===== src/rtl/dmem_pkg.sv =====
// rtl/dmem_pkg.sv - shared types and helpers for the parametrised data memory
//
// Contents:
//   dmem_state_e  : controller state (ST_CLEAR sweep, ST_RUN normal operation)
//   LANE_W        : bits per byte lane
//   nbyte_of()    : byte lanes per word for a given word width
//   lane_lo()     : lowest bit index of a byte lane inside a word
//   even_parity() : parity bit that makes a byte plus its bit even
// Optional feature macro used by the files importing this package:
//   DATA_MEMORY_PARAM_PARITY_EN
package dmem_pkg;

    typedef enum logic {
        ST_CLEAR = 1'b0,
        ST_RUN   = 1'b1
    } dmem_state_e;

    localparam int LANE_W = 8;

    function automatic int nbyte_of(input int data_w);
        return data_w / LANE_W;
    endfunction

    function automatic int lane_lo(input int lane);
        return lane * LANE_W;
    endfunction

    function automatic logic even_parity(input logic [LANE_W-1:0] b);
        return ^b;
    endfunction

endpackage


===== src/rtl/dmem_byte_lane.sv =====
// rtl/dmem_byte_lane.sv - one 8-bit column of the data memory
//
// Ports:
//   clk    in   clock, rising edge
//   we     in   write enable for this lane
//   waddr  in   write word index (caller guarantees waddr < DEPTH when we=1)
//   wdata  in   lane write data
//   raddr  in   read word index (asynchronous read; caller masks out-of-range)
//   rdata  out  stored lane value at raddr
//   wpar   in   parity bit stored with wdata  (DATA_MEMORY_PARAM_PARITY_EN only)
//   rpar   out  stored parity bit at raddr    (DATA_MEMORY_PARAM_PARITY_EN only)
// Storage is not reset; the top-level clear sweep initialises it.
module dmem_byte_lane
    import dmem_pkg::*;
#(
    parameter int DEPTH  = 16,
    parameter int ADDR_W = 4
) (
    input  logic              clk,
    input  logic              we,
    input  logic [ADDR_W-1:0] waddr,
    input  logic [LANE_W-1:0] wdata,
    input  logic [ADDR_W-1:0] raddr,
    output logic [LANE_W-1:0] rdata
`ifdef DATA_MEMORY_PARAM_PARITY_EN
    ,
    input  logic              wpar,
    output logic              rpar
`endif
);

    logic [LANE_W-1:0] mem_q [DEPTH];

    always_ff @(posedge clk) begin
        if (we) begin
            mem_q[waddr] <= wdata;
        end
    end

    assign rdata = mem_q[raddr];

`ifdef DATA_MEMORY_PARAM_PARITY_EN
    logic par_q [DEPTH];

    always_ff @(posedge clk) begin
        if (we) begin
            par_q[waddr] <= wpar;
        end
    end

    assign rpar = par_q[raddr];
`endif

endmodule


===== src/rtl/data_memory_param.sv =====
// rtl/data_memory_param.sv - parametrised data memory with byte enables and clear sweep
//
// Ports:
//   clk         in   clock, rising edge
//   rst_n       in   asynchronous active-low reset
//   mem_write   in   write request
//   mem_read    in   read request
//   address     in   word address
//   write_data  in   write data
//   byte_en     in   per-lane write enable
//   read_data   out  registered read data, held until the next accepted read
//   read_valid  out  one-cycle pulse per accepted read
//   ready       out  high once the post-reset clear sweep has finished
//   parity_err  out  registered parity mismatch flag (DATA_MEMORY_PARAM_PARITY_EN only)
// After reset release every word is zeroed, one per cycle, before requests are accepted.
module data_memory_param
    import dmem_pkg::*;
#(
    parameter int DATA_W = 16,
    parameter int ADDR_W = 4,
    parameter int DEPTH  = 16
) (
    input  logic                      clk,
    input  logic                      rst_n,
    input  logic                      mem_write,
    input  logic                      mem_read,
    input  logic [ADDR_W-1:0]         address,
    input  logic [DATA_W-1:0]         write_data,
    input  logic [DATA_W/LANE_W-1:0]  byte_en,
    output logic [DATA_W-1:0]         read_data,
    output logic                      read_valid,
    output logic                      ready
`ifdef DATA_MEMORY_PARAM_PARITY_EN
    ,
    output logic                      parity_err
`endif
);

    localparam int NBYTE = nbyte_of(DATA_W);
    localparam logic [ADDR_W-1:0] LAST_ADDR = ADDR_W'(DEPTH - 1);

    dmem_state_e       state_q, state_d;
    logic [ADDR_W-1:0] cnt_q, cnt_d;
    logic [DATA_W-1:0] rd_data_q, rd_data_d;
    logic              rd_valid_q, rd_valid_d;

    logic              clearing;
    logic              in_range;
    logic              wr_accept;
    logic              rd_accept;
    logic [NBYTE-1:0]  lane_we;
    logic [NBYTE-1:0]  lane_fwd;
    logic [ADDR_W-1:0] lane_waddr;
    logic [LANE_W-1:0] lane_wdata [NBYTE];
    logic [LANE_W-1:0] lane_rdata [NBYTE];
    logic [DATA_W-1:0] merged;

    // One bit wider so DEPTH == 2**ADDR_W still compares correctly.
    assign in_range = ({1'b0, address} < (ADDR_W + 1)'(DEPTH));

    // State register
    always_ff @(posedge clk or negedge rst_n) begin
        if (!rst_n) begin
            state_q    <= ST_CLEAR;
            cnt_q      <= '0;
            rd_data_q  <= '0;
            rd_valid_q <= 1'b0;
        end else begin
            state_q    <= state_d;
            cnt_q      <= cnt_d;
            rd_data_q  <= rd_data_d;
            rd_valid_q <= rd_valid_d;
        end
    end

    // Next-state logic: the counter stops on the last word and the FSM moves to RUN.
    always_comb begin
        state_d = state_q;
        cnt_d   = cnt_q;
        if (state_q == ST_CLEAR) begin
            if (cnt_q == LAST_ADDR) begin
                state_d = ST_RUN;
            end else begin
                cnt_d = cnt_q + ADDR_W'(1);
            end
        end
    end

    // Output / datapath logic
    always_comb begin
        clearing   = (state_q == ST_CLEAR);
        ready      = (state_q == ST_RUN);
        wr_accept  = ready && mem_write && in_range;
        rd_accept  = ready && mem_read;
        lane_waddr = clearing ? cnt_q : address;
        merged     = '0;
        for (int i = 0; i < NBYTE; i++) begin
            lane_fwd[i]   = wr_accept && byte_en[i];
            lane_we[i]    = clearing || lane_fwd[i];
            lane_wdata[i] = clearing ? '0 : write_data[lane_lo(i) +: LANE_W];
            // Write-first: a lane written this cycle returns the new data.
            merged[lane_lo(i) +: LANE_W] = lane_fwd[i] ? write_data[lane_lo(i) +: LANE_W]
                                                        : lane_rdata[i];
        end
        rd_valid_d = rd_accept;
        rd_data_d  = rd_data_q;
        if (rd_accept) begin
            rd_data_d = in_range ? merged : '0;
        end
    end

    assign read_data  = rd_data_q;
    assign read_valid = rd_valid_q;

`ifdef DATA_MEMORY_PARAM_PARITY_EN
    logic [NBYTE-1:0] lane_wpar;
    logic [NBYTE-1:0] lane_rpar;
    logic             par_err_q, par_err_d;

    always_comb begin
        par_err_d = 1'b0;
        for (int i = 0; i < NBYTE; i++) begin
            lane_wpar[i] = even_parity(lane_wdata[i]);
            // Forwarded lanes bypass storage, so their stored parity is irrelevant.
            if (!lane_fwd[i] && (even_parity(lane_rdata[i]) != lane_rpar[i])) begin
                par_err_d = rd_accept && in_range;
            end
        end
    end

    always_ff @(posedge clk or negedge rst_n) begin
        if (!rst_n) begin
            par_err_q <= 1'b0;
        end else begin
            par_err_q <= par_err_d;
        end
    end

    assign parity_err = par_err_q;
`endif

    for (genvar g = 0; g < NBYTE; g++) begin : g_lane
        dmem_byte_lane #(
            .DEPTH  (DEPTH),
            .ADDR_W (ADDR_W)
        ) u_lane (
            .clk   (clk),
            .we    (lane_we[g]),
            .waddr (lane_waddr),
            .wdata (lane_wdata[g]),
            .raddr (address),
            .rdata (lane_rdata[g])
`ifdef DATA_MEMORY_PARAM_PARITY_EN
            ,
            .wpar  (lane_wpar[g]),
            .rpar  (lane_rpar[g])
`endif
        );
    end

endmodule


===== config.mk =====
export PLATFORM = sky130hd
export DESIGN_NAME = data_memory_param
export DESIGN_NICKNAME = d
export VERILOG_FILES = /design/src/rtl/dmem_pkg.sv /design/src/rtl/dmem_byte_lane.sv /design/src/rtl/data_memory_param.sv
export SDC_FILE = /design/constraint.sdc
export NUM_CORES = 1
export LEC_CHECK = 0
export CORE_MARGIN = 5
export CORE_UTILIZATION = 40
export DETAILED_ROUTE_END_ITERATION = 10
export GPL_TIMING_DRIVEN = 0
export PLACE_DENSITY = 0.59
export SETUP_SLACK_MARGIN = 0.02
export SLEW_MARGIN = 20
export SYNTH_ARGS = -nofsm -noshare
export SYNTH_HDL_FRONTEND = slang
export SYNTH_SLANG_ARGS = --single-unit

===== constraint.sdc =====
create_clock -name clk -period 3.25 [get_ports clk]
set_input_delay 0.4875 -clock clk [delete_from_list [all_inputs] [get_ports clk]]
set_output_delay 0.4875 -clock clk [all_outputs]
set_load 0.01 [all_outputs]

After elaboration in Yosys (flattened, before gate mapping)

Memories as Yosys holds them, arrays and structs flattened. A register that Yosys moved wholly into a read port is not among the register bits.
Index checks and enable logic that the tools add are counted.

Multiplexer cells: 9
Shift-type cells: 0
Add/subtract/negate cells: 1
Bitwise operators: 2
Multiply operators: 0
Magnitude comparators: 0
Equality and inequality tests: 1
Reduce and logical (&&, ||, !) cells: 9
Divide/modulo/power cells: 0

Operators by type and width:

| operator              | number |
|---|---|
| $mux W8               | 2 |
| $mux W1               | 6 |
| $add A4 B1 Y4 const B | 1 |
| $eq A4 B4 Y1 const B  | 1 |
| $logic_and A1 B1 Y1   | 4 |
| $mux W4               | 1 |
| $logic_not A1 Y1      | 2 |
| $logic_or A1 B1 Y1    | 2 |
| $not A1 Y1            | 2 |
| $reduce_and A2 Y1     | 1 |

Memories: 2
Output and inout bits: 18
Flip-flop bits (word level): 6
Logic and storage cells: 27
Latch bits: 0
Memory bits (writable): 256
Memory bits (read-only): 0

Memory list:

| memory                 | depth | width | rd ports | clocked after Yosys merged registers in | wr ports | line                 | source |
|---|---|---|---|---|---|---|---|
| g_lane[0].u_lane.mem_q | 16    | 8     | 1        | 1                                       | 1        | dmem_byte_lane.sv:32 | `logic [LANE_W-1:0] mem_q [DEPTH];` |
| g_lane[1].u_lane.mem_q | 16    | 8     | 1        | 1                                       | 1        | dmem_byte_lane.sv:32 |  |

Depth between registers and ports, before layout

Gate-level depths: netlist of run 1.

Word-level depth: 5
Mapped depth: 8
Mapped depth without buffers: 4

By module

A second synthesis of run 1 with hierarchy kept.

Cells, all modules: 578
Area, all modules: 11163.2 um2

Modules (own cells, without submodules):

| module            | area an instance (um2) | times used | cells an instance |
|---|---|---|---|
| dmem_byte_lane    | 4987.3                 | 2          | 221 |
| data_memory_param | 1188.6                 | 1          | 136 |

Least setup slack after synthesis of run 1

Ideal clock, no wire load.

Path kind: in2reg
Start point: in address[0]
End point: mem g_lane[1].u_lane.mem_q[9][0] (enable)
Data required time: 2.880 ns
Stages on the path: 7
Arrival: 1.787 ns
Library setup time: 0.370 ns
Path slack: 1.093 ns
Cell sequence: buf_6 > buf_12 > buf_12 > buf_4 > a31oi_1 > a21o_1 > nor2_1

Longest elaborated chain between the ends: 1

Ends and longest elaborated chain:

| element         | line                    | source |
|---|---|---|
| start, declared | data_memory_param.sv:27 | `input logic [ADDR_W-1:0] address,` |
| $mux W4         | data_memory_param.sv:95 | `lane_waddr = clearing ? cnt_q : address;` |
| end, declared   | dmem_byte_lane.sv:32    |  |

No other way between the ends.

Final worst setup path of run 1

Start point: in address[3]
End point: mem g_lane[0].u_lane.mem_q[9][3] (enable)

Longest elaborated chain between the ends: 1

Ends and longest elaborated chain:

| element       | line |
|---|---|
| $mux W4       | data_memory_param.sv:95 |
| end, declared | dmem_byte_lane.sv:32 |

No other way between the ends.

==> metrics.cfg, run 1 <==
[die]
coreArea_um2 = 27600
die-area_um2 = 31100
die_h_um = 176
die_w_um = 176
start_util_pct = 40.2
ios = 44
core.rowCount = 61

[setup_path]
crit_path_start = address[3]
required_ns = 3.40
r2r-start = ready
cp_cell_sequence = clkdlybuf4s50_1 -> clkbuf_1 -> a32oi_1 -> a21o_1 -> nor2_1
startpoint_type = input pin
reg2reg_to = g_lane[1].u_lane.mem_q[9][3]
crit_slowest_cell = clkdlybuf4s50_1
endpoint_kind = register
rrSetupSlack_ns = 0.68
crit_fanout = 10
max_stage_delay_ns = 0.65
r2r_cells = 4
cp.arrival_ns = 2.92
worstSetupPathType = input pin to register

[clock_network]
clockRootBuffer = clkbuf_16
cts_max_level = 1
cts_max_path_buffers = 3
clk_pin_slew_ns = 0.07
cts_inserted_buffers = 27
cts_tree = built
insertion_delay_ns = 0.54
clock_sinks = 278

[sta]
setup_slack_ns = 0.478
worst_slew_pin_slew_ns = 0.964
tns_ns = 0
fin_crit_ns = 2.77
rsz0062_at_grt = no
slew_violations = 0
timing.slew.headroom_pct = 35.5
finalClockSkew_ns = 0.0254
max_freq_mhz = 361
hold_viol_final = 0
post-route-period-util_pct = 85.3
hold_slack_ns = 0.486
setup_violations = 0

[placement]
numPortBuffers = 40
dp.cells = 1021
place.gp.congestion = 0.840
post-place-ws_ns = -0.0353
dp_hpwl_um = 18100

[outcome]
run_status = completed

[logic_synthesis]
syn_nets = 630
yosysWarnings = 0
synthCells = 603
synth_cell_type_count = 41
synth_edf_count = 256
ys_seq_area_share_pct = 74.3
syn_area_um2 = 11100
synth_top_area_share_pct = 69.4
ys.flop_type = edfxtp_1
yosys.area.top_type = edfxtp_1
avgSynthCellArea_um2 = 18.4
ys_async_sr_fraction_pct = 7.91
synth_area_leaders = edfxtp_1 69%, mux4_2 5.5%, dfrtp_1 5.0%
synth-seq-cells = 278

[global_route]
antenna_found_initial = 0
grt_start_max_net_pins = 23
grt-busiest-layer = met2
grtUsageMet1_pct = 21.7
grt_pass1_vias = 6277
use_met2_pct = 29.8
use_met3_pct = 2.06
overflow = 0
gr-usage-all-layers_pct = 16.9
grt_pass1_wl_um = 39000

[job]
drv_cap = 0

[drt]
firstDrtPassIters = 5
ant_nets = 0
vias_per_cell = 5.57
first_iter_violations = 622
routedWlPerCell_um = 24.5
vias = 5961
drc = 0
wirelength_um = 26200

[power]
pwr-share-seq_pct = 53.6
p_sw_share_pct = 21.2
ir_drop_mv = 0.333
comb_power_share_pct = 6.7
p_total_mw = 7.40
leakage_nw = 4.16
p_per_area_nw_per_um2 = 579
clock_power_share_pct = 39.7
power_switching_mw = 1.57
p_int_mw = 5.83

[final_layout]
area_growth_pct = 15.4
final_nets = 700
fin_cells = 1071
n_antenna_cell = 0
num-fill-cells = 2283
drive_above_1_share_pct = 12.3

[worst_hold_path]
min_path_type = input pin to async pin

## how the worst max path moves through the flow
stage	slack, ns	to
2_1_floorplan	1.09	g_lane[1].u_lane.mem_q[9][0]
3_3_place_gp	0.007	g_lane[0].u_lane.mem_q[10][6]
3_5_place_dp	-0.04	g_lane[0].u_lane.mem_q[10][6]
4_1_cts	0.50	g_lane[0].u_lane.mem_q[10][7]
5_1_grt	0.39	g_lane[0].u_lane.mem_q[11][2]
6_report	0.48	g_lane[0].u_lane.mem_q[9][3]
## sequential cells by signal, indices dropped and copies added (netlist names)
register             count
g_lane.u_lane.mem_q    256
cnt_q                    4
read_data               16
read_valid               1
ready                    1
## synthesized netlist by cell type (all sizes together) (8+ instances only)
| library cell | instances |
|---|---|
| edfxtp | 256 |
| a21o | 8 |
| mux2i | 52 |
| a41oi | 16 |
| buf | 23 |
| dfrtp | 22 |
| mux4 | 38 |
| o22ai | 16 |
| a21oi | 14 |
| and2 | 20 |
| nor2 | 39 |
| clkbuf | 9 |
| nand2 | 24 |
| a22oi | 27 |
## power groups by stage
stage | clock network, mW | registers [mW] | logic (mW)
floorplan | 0 | 4.05 | 0.253
global placement | 0 | 4.04 | 0.483
detailed placement | 0 | 4.04 | 0.494
CTS | 3.00 | 3.97 | 0.495
global route | 3.16 | 3.97 | 0.523
finish | 2.94 | 3.97 | 0.493
## layout by cell type (no fill, tap or decap), types with 4 or more instances in the layout
master / Yosys / final
edfxtp_1: 256 / 256
mux2i_1: 52 / 52
nor2_1: 39 / 39
clkdlybuf4s50_1: 0 / 39
a22oi_1: 27 / 27
mux4_2: 27 / 27
clkbuf_16: 0 / 27
nand2_1: 24 / 24
dfrtp_1: 22 / 22
and2_1: 20 / 20
clkbuf_1: 9 / 16
a41oi_1: 16 / 16
o22ai_1: 16 / 16
a21oi_1: 14 / 14
buf_2: 10 / 11
mux4_1: 11 / 11
a21o_1: 8 / 8
a221oi_1: 6 / 6
clkinv_1: 0 / 6
o21ai_0: 5 / 5
clkinv_2: 0 / 5
buf_1: 4 / 4
inv_1: 4 / 4
buf_12: 4 / 4
## critical path, delay by kind of cell
| kind | cells | cell delay, ns |
|---|---|---|
| buf+inv | 2 | 1.11 |
| compound gates | 2 | 0.68 |
| simple gates | 1 | 0.63 |
## cell type report
| cell class | instances | area (µm²) | share of cell area (%) |
|---|---|---|---|
| Inverter | 4 | 15.0 | 0.117 |
| Clock buffer | 34 | 702 | 5.49 |
| Tap cell | 378 | 473 | 3.70 |
| Buffer | 32 | 228 | 1.78 |
| Sequential cell | 278 | 8240 | 64.4 |
| Multi-Input combinational cell | 289 | 2600 | 20.3 |
| Timing Repair Buffer | 41 | 405 | 3.17 |
| Clock inverter | 15 | 124 | 0.969 |
## metal layers
| layer | vias to the layer above | part of all wire, % |
|---|---|---|
| li1 | 2593 | - |
| met2 | 189 | 52 |
| met4 | 0 | 3.1 |
| met3 | 48 | 4.8 |
| met1 | 3131 | 40 |
| met5 | - | 0 |
## stage by stage
| stage | area, µm² | util (%) |
|---|---|---|
| global route | 12800 | 46.4 |
| finish | 12800 | 46.4 |
| global placement | 12000 | 43.4 |
| detailed placement | 12000 | 43.4 |
| CTS | 12800 | 46.4 |
| floorplan | 11100 | - |
## what timing repair did
item / 4_1_cts / 5_1_grt
hold buffers: 0 / 1
endpoints found under the hold margin: 0 / 22
setup buffers: 0 / 0
resized for setup: 0 / 0
## kinds of logic after synthesis
family	share of synthesized area, %
AO/OA/AOI/OAI	6.32
XOR/XNOR	0.158
adder cells (fa/ha/maj)	0.113
buffers and inverters	2.19
flip-flops	74.3
multiplexers	12.9
AND/OR/NAND/NOR	3.97
No activity file was read; power rests on OpenSTA's default activity.
==> inputs of run 2 (changes only) <==
CTS_BUF_LIST = sky130_fd_sc_hd__clkbuf_4 sky130_fd_sc_hd__clkbuf_8 sky130_fd_sc_hd__clkbuf_16   (was unset)
GPL_TIMING_DRIVEN = unset   (was 0)
==> metrics.cfg, run 2 (same netlist as run 1, synthesis figures left out) <==
[final_layout]
fin_cells = 1066  ; -0.47%
drive_above_1_share_pct = 14.4  ; +2.1 points
multi_input_area_um2 = 2600  ; unchanged
n_antenna_cell = 0  ; unchanged
area_growth_pct = 16.0
final_cell_mix = 256 x edfxtp_1, 52 x mux2i_1, 40 x clkdlybuf4s50_1, 39 x nor2_1, 29 x clkbuf_16
seq_area_um2 = 8240  ; unchanged
final_common_cell = edfxtp_1
num-fill-cells = 2307  ; +1.1%
largest_register_ffs = 256  ; unchanged
final_nets = 694  ; -0.86%
regMostFlops = g_lane.u_lane.mem_q

[die]
ios = 44  ; unchanged
coreArea_um2 = 27600  ; unchanged
start_util_pct = 40.2  ; unchanged
die-area_um2 = 31100  ; unchanged
die_w_um = 176  ; unchanged
core.rowCount = 61  ; unchanged
die_h_um = 176  ; unchanged

[setup_path]
startpoint_type = register
cp.arrival_ns = 2.32  ; -0.60 ns
required_ns = 2.76  ; -0.64 ns
r2r_cells = 3  ; -1
cp_cell_sequence = buf_4 -> clkdlybuf4s50_1
endpoint_kind = primary output
crit_fanout = 30  ; +20
max_stage_delay_ns = 0.92  ; +0.27 ns
worstSetupPathType = register to primary output
crit_slowest_cell = dfrtp_1

[drt]
wirelength_um = 23900  ; -9.1%
met3WireLength_um = 912  ; -27%
maxUsedRoutingLayer = met4
wl_met2_um = 12200  ; -11%
firstDrtPassIters = 5  ; unchanged
m1WireLength_um = 10200  ; -2.5%
vias_per_cell = 5.39  ; -3.1%
routedWlPerCell_um = 22.4  ; -8.7%
ant_nets = 0  ; unchanged
drc = 0  ; unchanged
vias = 5750  ; -3.5%
first_iter_violations = 476  ; -23%

[power]
ir_drop_mv = 0.402  ; +21%
p_sw_share_pct = 20.3  ; -0.92 points
clock_power_share_pct = 41.7  ; +2.0 points
comb_power_share_pct = 6.1  ; -0.6 points
pwr-share-seq_pct = 52.3  ; -1.3 points
power_switching_mw = 1.54  ; -1.8%
p_int_mw = 6.06  ; +3.9%
p_per_area_nw_per_um2 = 591  ; +2.1%
leakage_nw = 4.23  ; +1.6%

[sta]
hold_viol_final = 0  ; unchanged
post-route-period-util_pct = 86.4  ; +1.1 points
setup_violations = 0  ; unchanged
timing.slew.headroom_pct = 32.4  ; -3.1 points
finalClockSkew_ns = 0.0188  ; -0.00656 ns
hold_slack_ns = 0.504  ; +0.0184 ns
tns_ns = 0  ; unchanged
fin_crit_ns = 2.81  ; +0.0370 ns
max_freq_mhz = 356  ; -1.3%
rsz0062_at_grt = no
slew_violations = 0  ; unchanged
worst_slew_pin_slew_ns = 1.01  ; +0.0462 ns

[clock_network]
postCtsHoldBufs = 0  ; unchanged
clockRootBuffer = clkbuf_16
clock_sinks = 278  ; unchanged
cts_max_level = 1  ; unchanged
cts_tree = built
clk_pin_slew_ns = 0.06  ; about the same
cts_resized = 0  ; unchanged
cts_max_path_buffers = 3  ; unchanged
insertion_delay_ns = 0.54  ; about the same
cts_inserted_buffers = 28  ; +3.7%
postCtsSetupBuffers = 0  ; unchanged

[global_route]
overflow = 0  ; unchanged
antenna_found_initial = 0  ; unchanged
grt_start_max_net_pins = 35  ; +52%
grt_pass1_vias = 5957  ; -5.1%
grt_pass1_wl_um = 36100  ; -7.5%
gr-usage-all-layers_pct = 15.3  ; -1.6 points

[job]
drv_cap = 0  ; unchanged

[worst_hold_path]
min_path_type = input pin to async pin

[placement]
dp_hpwl_um = 16500  ; -9.1%
numPortBuffers = 43  ; +7.5%
dp.cells = 1014  ; -0.69%
place.gp.congestion = 0.812  ; -3.4%

[outcome]
run_status = completed

==> run 2: cell count changes in the layout (fill, tap and decap cells not counted), moves of 2 or more <==
cell	change
clkbuf_1	-16
buf_12	-3
clkbuf_4	+6
buf_2	-9
buf_1	-4
buf_4	+19
clkbuf_16	+2
==> run 2: final timing paths <==
path | start | endpoint | slack [ns]
max | ready | ready | 0.44
min | rst_n | read_data[14] | 0.50
max reg2reg | ready | g_lane[0].u_lane.mem_q[3][3] | 0.64
min reg2reg | cnt_q[3] | cnt_q[3] | 0.56
max in group asynchronous | rst_n | read_data[2] | 2.32
min in group clk | cnt_q[3] | cnt_q[3] | 0.56
==> run 2: cell type report <==
type,instances,area share [%]
Multi-Input combinational cell,289,20.2
Sequential cell,278,64.1
Clock buffer,35,5.99
Inverter,4,0.117
Tap cell,378,3.68
Clock inverter,16,1.22
Timing Repair Buffer,66,4.71
==> run 2: per-stage QoR <==
stage	worst slack, ns	total power [mW]	instance area [µm²]	util [%]
floorplan	1.09	4.30	11100	-
global placement	0.436	4.50	11900	43.3
detailed placement	0.321	4.51	11900	43.3
CTS	0.451	7.67	12900	46.7
global route	0.322	7.85	12900	46.7
finish	0.441	7.60	12900	46.7
==> run 2: per-layer routing <==
metal / vias up / global-route usage (%)
li1: 2576 / -
met1: 3000 / 20.5
met4: 0 / 4.58
met2: 133 / 26.3
met3: 41 / 1.97
met5: - / 0
==> run 2: power by group through the flow <==
stage	combinational, mW	clock (mW)	sequential (mW)
global placement	0.457	0	4.04
floorplan	0.253	0	4.05
finish	0.460	3.17	3.97
detailed placement	0.463	0	4.05
global route	0.493	3.39	3.97
CTS	0.463	3.23	3.97
==> run 2: worst max-delay path, delay by kind of cell, from the launching register on <==
kind     cells  cell delay [ns]
flops        1             0.92
buf+inv      2             0.88
==> inputs of run 3 (changes only) <==
CORE_MARGIN = unset   (was 5)
DONT_BUFFER_PORTS = 1   (was unset)
PLACE_DENSITY = 0.57   (was 0.59)
==> metrics.cfg, run 3 (same netlist as run 1, synthesis figures left out) <==
[drt]
vias = 5677  ; -1.3%
drc = 0  ; unchanged
wirelength_um = 24900  ; +4.4%
first_iter_violations = 504  ; +5.9%
routedWlPerCell_um = 25.5  ; +14%
firstDrtPassIters = 5  ; unchanged
vias_per_cell = 5.81  ; +7.7%
ant_nets = 0  ; unchanged

[setup_path]
worstSetupPathType = register to register
cp_cell_sequence = and3_1 -> a31oi_1 -> a21o_1 -> nor2_1
crit_fanout = 28  ; -6.7%
cp.arrival_ns = 2.76  ; +0.44 ns
endpoint_kind = register
rrSetupSlack_ns = 0.64  ; about the same
reg2reg_to = g_lane[1].u_lane.mem_q[11][3]
required_ns = 3.40  ; +0.64 ns
startpoint_type = register
r2r-start = ready
r2r_cells = 4  ; +1
crit_slowest_cell = dfrtp_1
max_stage_delay_ns = 0.86  ; -0.06 ns

[placement]
numPortBuffers = 0  ; -100%
dp.cells = 927  ; -8.6%
place.gp.congestion = 0.885  ; +9.0%
placed_area_um2 = 11400  ; -4.5%
dp_hpwl_um = 16200  ; -1.4%

[final_layout]
n_antenna_cell = 0  ; unchanged
largest_register_ffs = 256  ; unchanged
final_nets = 644  ; -7.2%
finalInstanceArea_um2 = 12300  ; -4.1%
final_cell_mix = 256 x edfxtp_1, 52 x mux2i_1, 39 x nor2_1
regMostFlops = g_lane.u_lane.mem_q
area_growth_pct = 11.3
final_common_cell = edfxtp_1
fin_cells = 977  ; -8.3%
drive_above_1_share_pct = 14.5  ; +0.076 points

[global_route]
antenna_found_initial = 0  ; unchanged
grt_pass1_vias = 5800  ; -2.6%
grt_start_max_net_pins = 76  ; +120%
grt_pass1_wl_um = 36900  ; +2.2%
overflow = 0  ; unchanged
gr-usage-all-layers_pct = 17.9  ; +2.6 points

[sta]
hold_viol_final = 0  ; unchanged
rsz0062_at_grt = no
worst_slew_pin_slew_ns = 0.969  ; -0.0408 ns
post-route-period-util_pct = 80.4  ; -6.0 points
setup_violations = 0  ; unchanged
finalClockSkew_ns = 0.00629  ; -0.0125 ns
fin_crit_ns = 2.61  ; -0.196 ns
max_freq_mhz = 383  ; +7.5%
timing.slew.headroom_pct = 35.1  ; +2.7 points
slew_violations = 0  ; unchanged
tns_ns = 0  ; unchanged

[worst_hold_path]
min_path_type = input pin to register
whs_endpoint = read_data[3]
hp-start = write_data[3]
min_path_cells = 2

[power]
ir_drop_mv = 0.335  ; -17%
p_total_mw = 7.47  ; -1.7%
p_per_area_nw_per_um2 = 605  ; +2.5%
leakage_nw = 4.02  ; -4.9%

[clock_network]
clock_sinks = 278  ; unchanged
cts_tree = built
clk_pin_slew_ns = 0.06  ; about the same
cts_max_level = 1  ; unchanged
cts_max_path_buffers = 3  ; unchanged
cts_resized = 0  ; unchanged
cts_inserted_buffers = 27  ; -3.6%
insertion_delay_ns = 0.53  ; about the same
clockRootBuffer = clkbuf_16

[die]
ios = 44  ; unchanged
core.rowCount = 60  ; -1.6%
die_w_um = 168  ; -4.5%
coreArea_um2 = 27000  ; -1.9%
die-area_um2 = 28400  ; -8.9%
die_h_um = 168  ; -4.5%
start_util_pct = 41.0  ; +0.78 points

[job]
drv_cap = 0  ; unchanged

[outcome]
run_status = completed

## run 3: worst max-delay path, delay by kind of cell, from the launching register on
family          cells  cell delay, ns
flops               1            0.86
simple gates        2            1.01
compound gates      2            0.37
## run 3: cell type report
class                   count  area, µm²
inverters                   4       15.0
well taps                 341        427
repair buffers             17        143
fillers                  2272      14700
clock buffers              34        734
clock inverters            14        175
flip-flops and latches    278       8240
multi-input cells         289       2600
## run 3: timing repair
item | in CTS | in global routing
endpoints found under the hold margin | 22 | 0
setup buffers | 0 | 0
hold buffers | 2 | 0
## run 3: how the worst max path moves through the flow
stage                     slack [ns]  cells after the start  startpoint                            end
after floorplan                 1.09                      7  address[0]   g_lane[1].u_lane.mem_q[9][0]
after global placement          0.81                      3       ready   g_lane[0].u_lane.mem_q[3][6]
after detailed placement        0.72                      4       ready   g_lane[0].u_lane.mem_q[4][3]
after CTS                       0.68                      4       ready   g_lane[0].u_lane.mem_q[4][2]
after global routing            0.53                      4       ready   g_lane[0].u_lane.mem_q[4][0]
final                           0.64                      4       ready  g_lane[1].u_lane.mem_q[11][3]
## run 3: through the flow
stage,utilization (%),setup WS [ns],hold WS [ns]
after CTS,45.6,0.684,0.129
after detailed placement,42.2,0.716,0.193
after global placement,42.2,0.810,0.193
after floorplan,-,1.09,0.192
final,45.6,0.636,0.146
after global routing,45.6,0.531,0.145
## run 3: power by group
group	total, mW	switching [mW]	internal [mW]
logic	0.303	0.183	0.120
registers	3.99	0.0415	3.95
clock network	3.18	1.26	1.92
## run 3: routing by layer
metal	track usage, %	share of wire [%]
met2	30.1	49
met4	6.88	3.6
met5	0	0
met3	2.54	5.4
met1	23.5	42
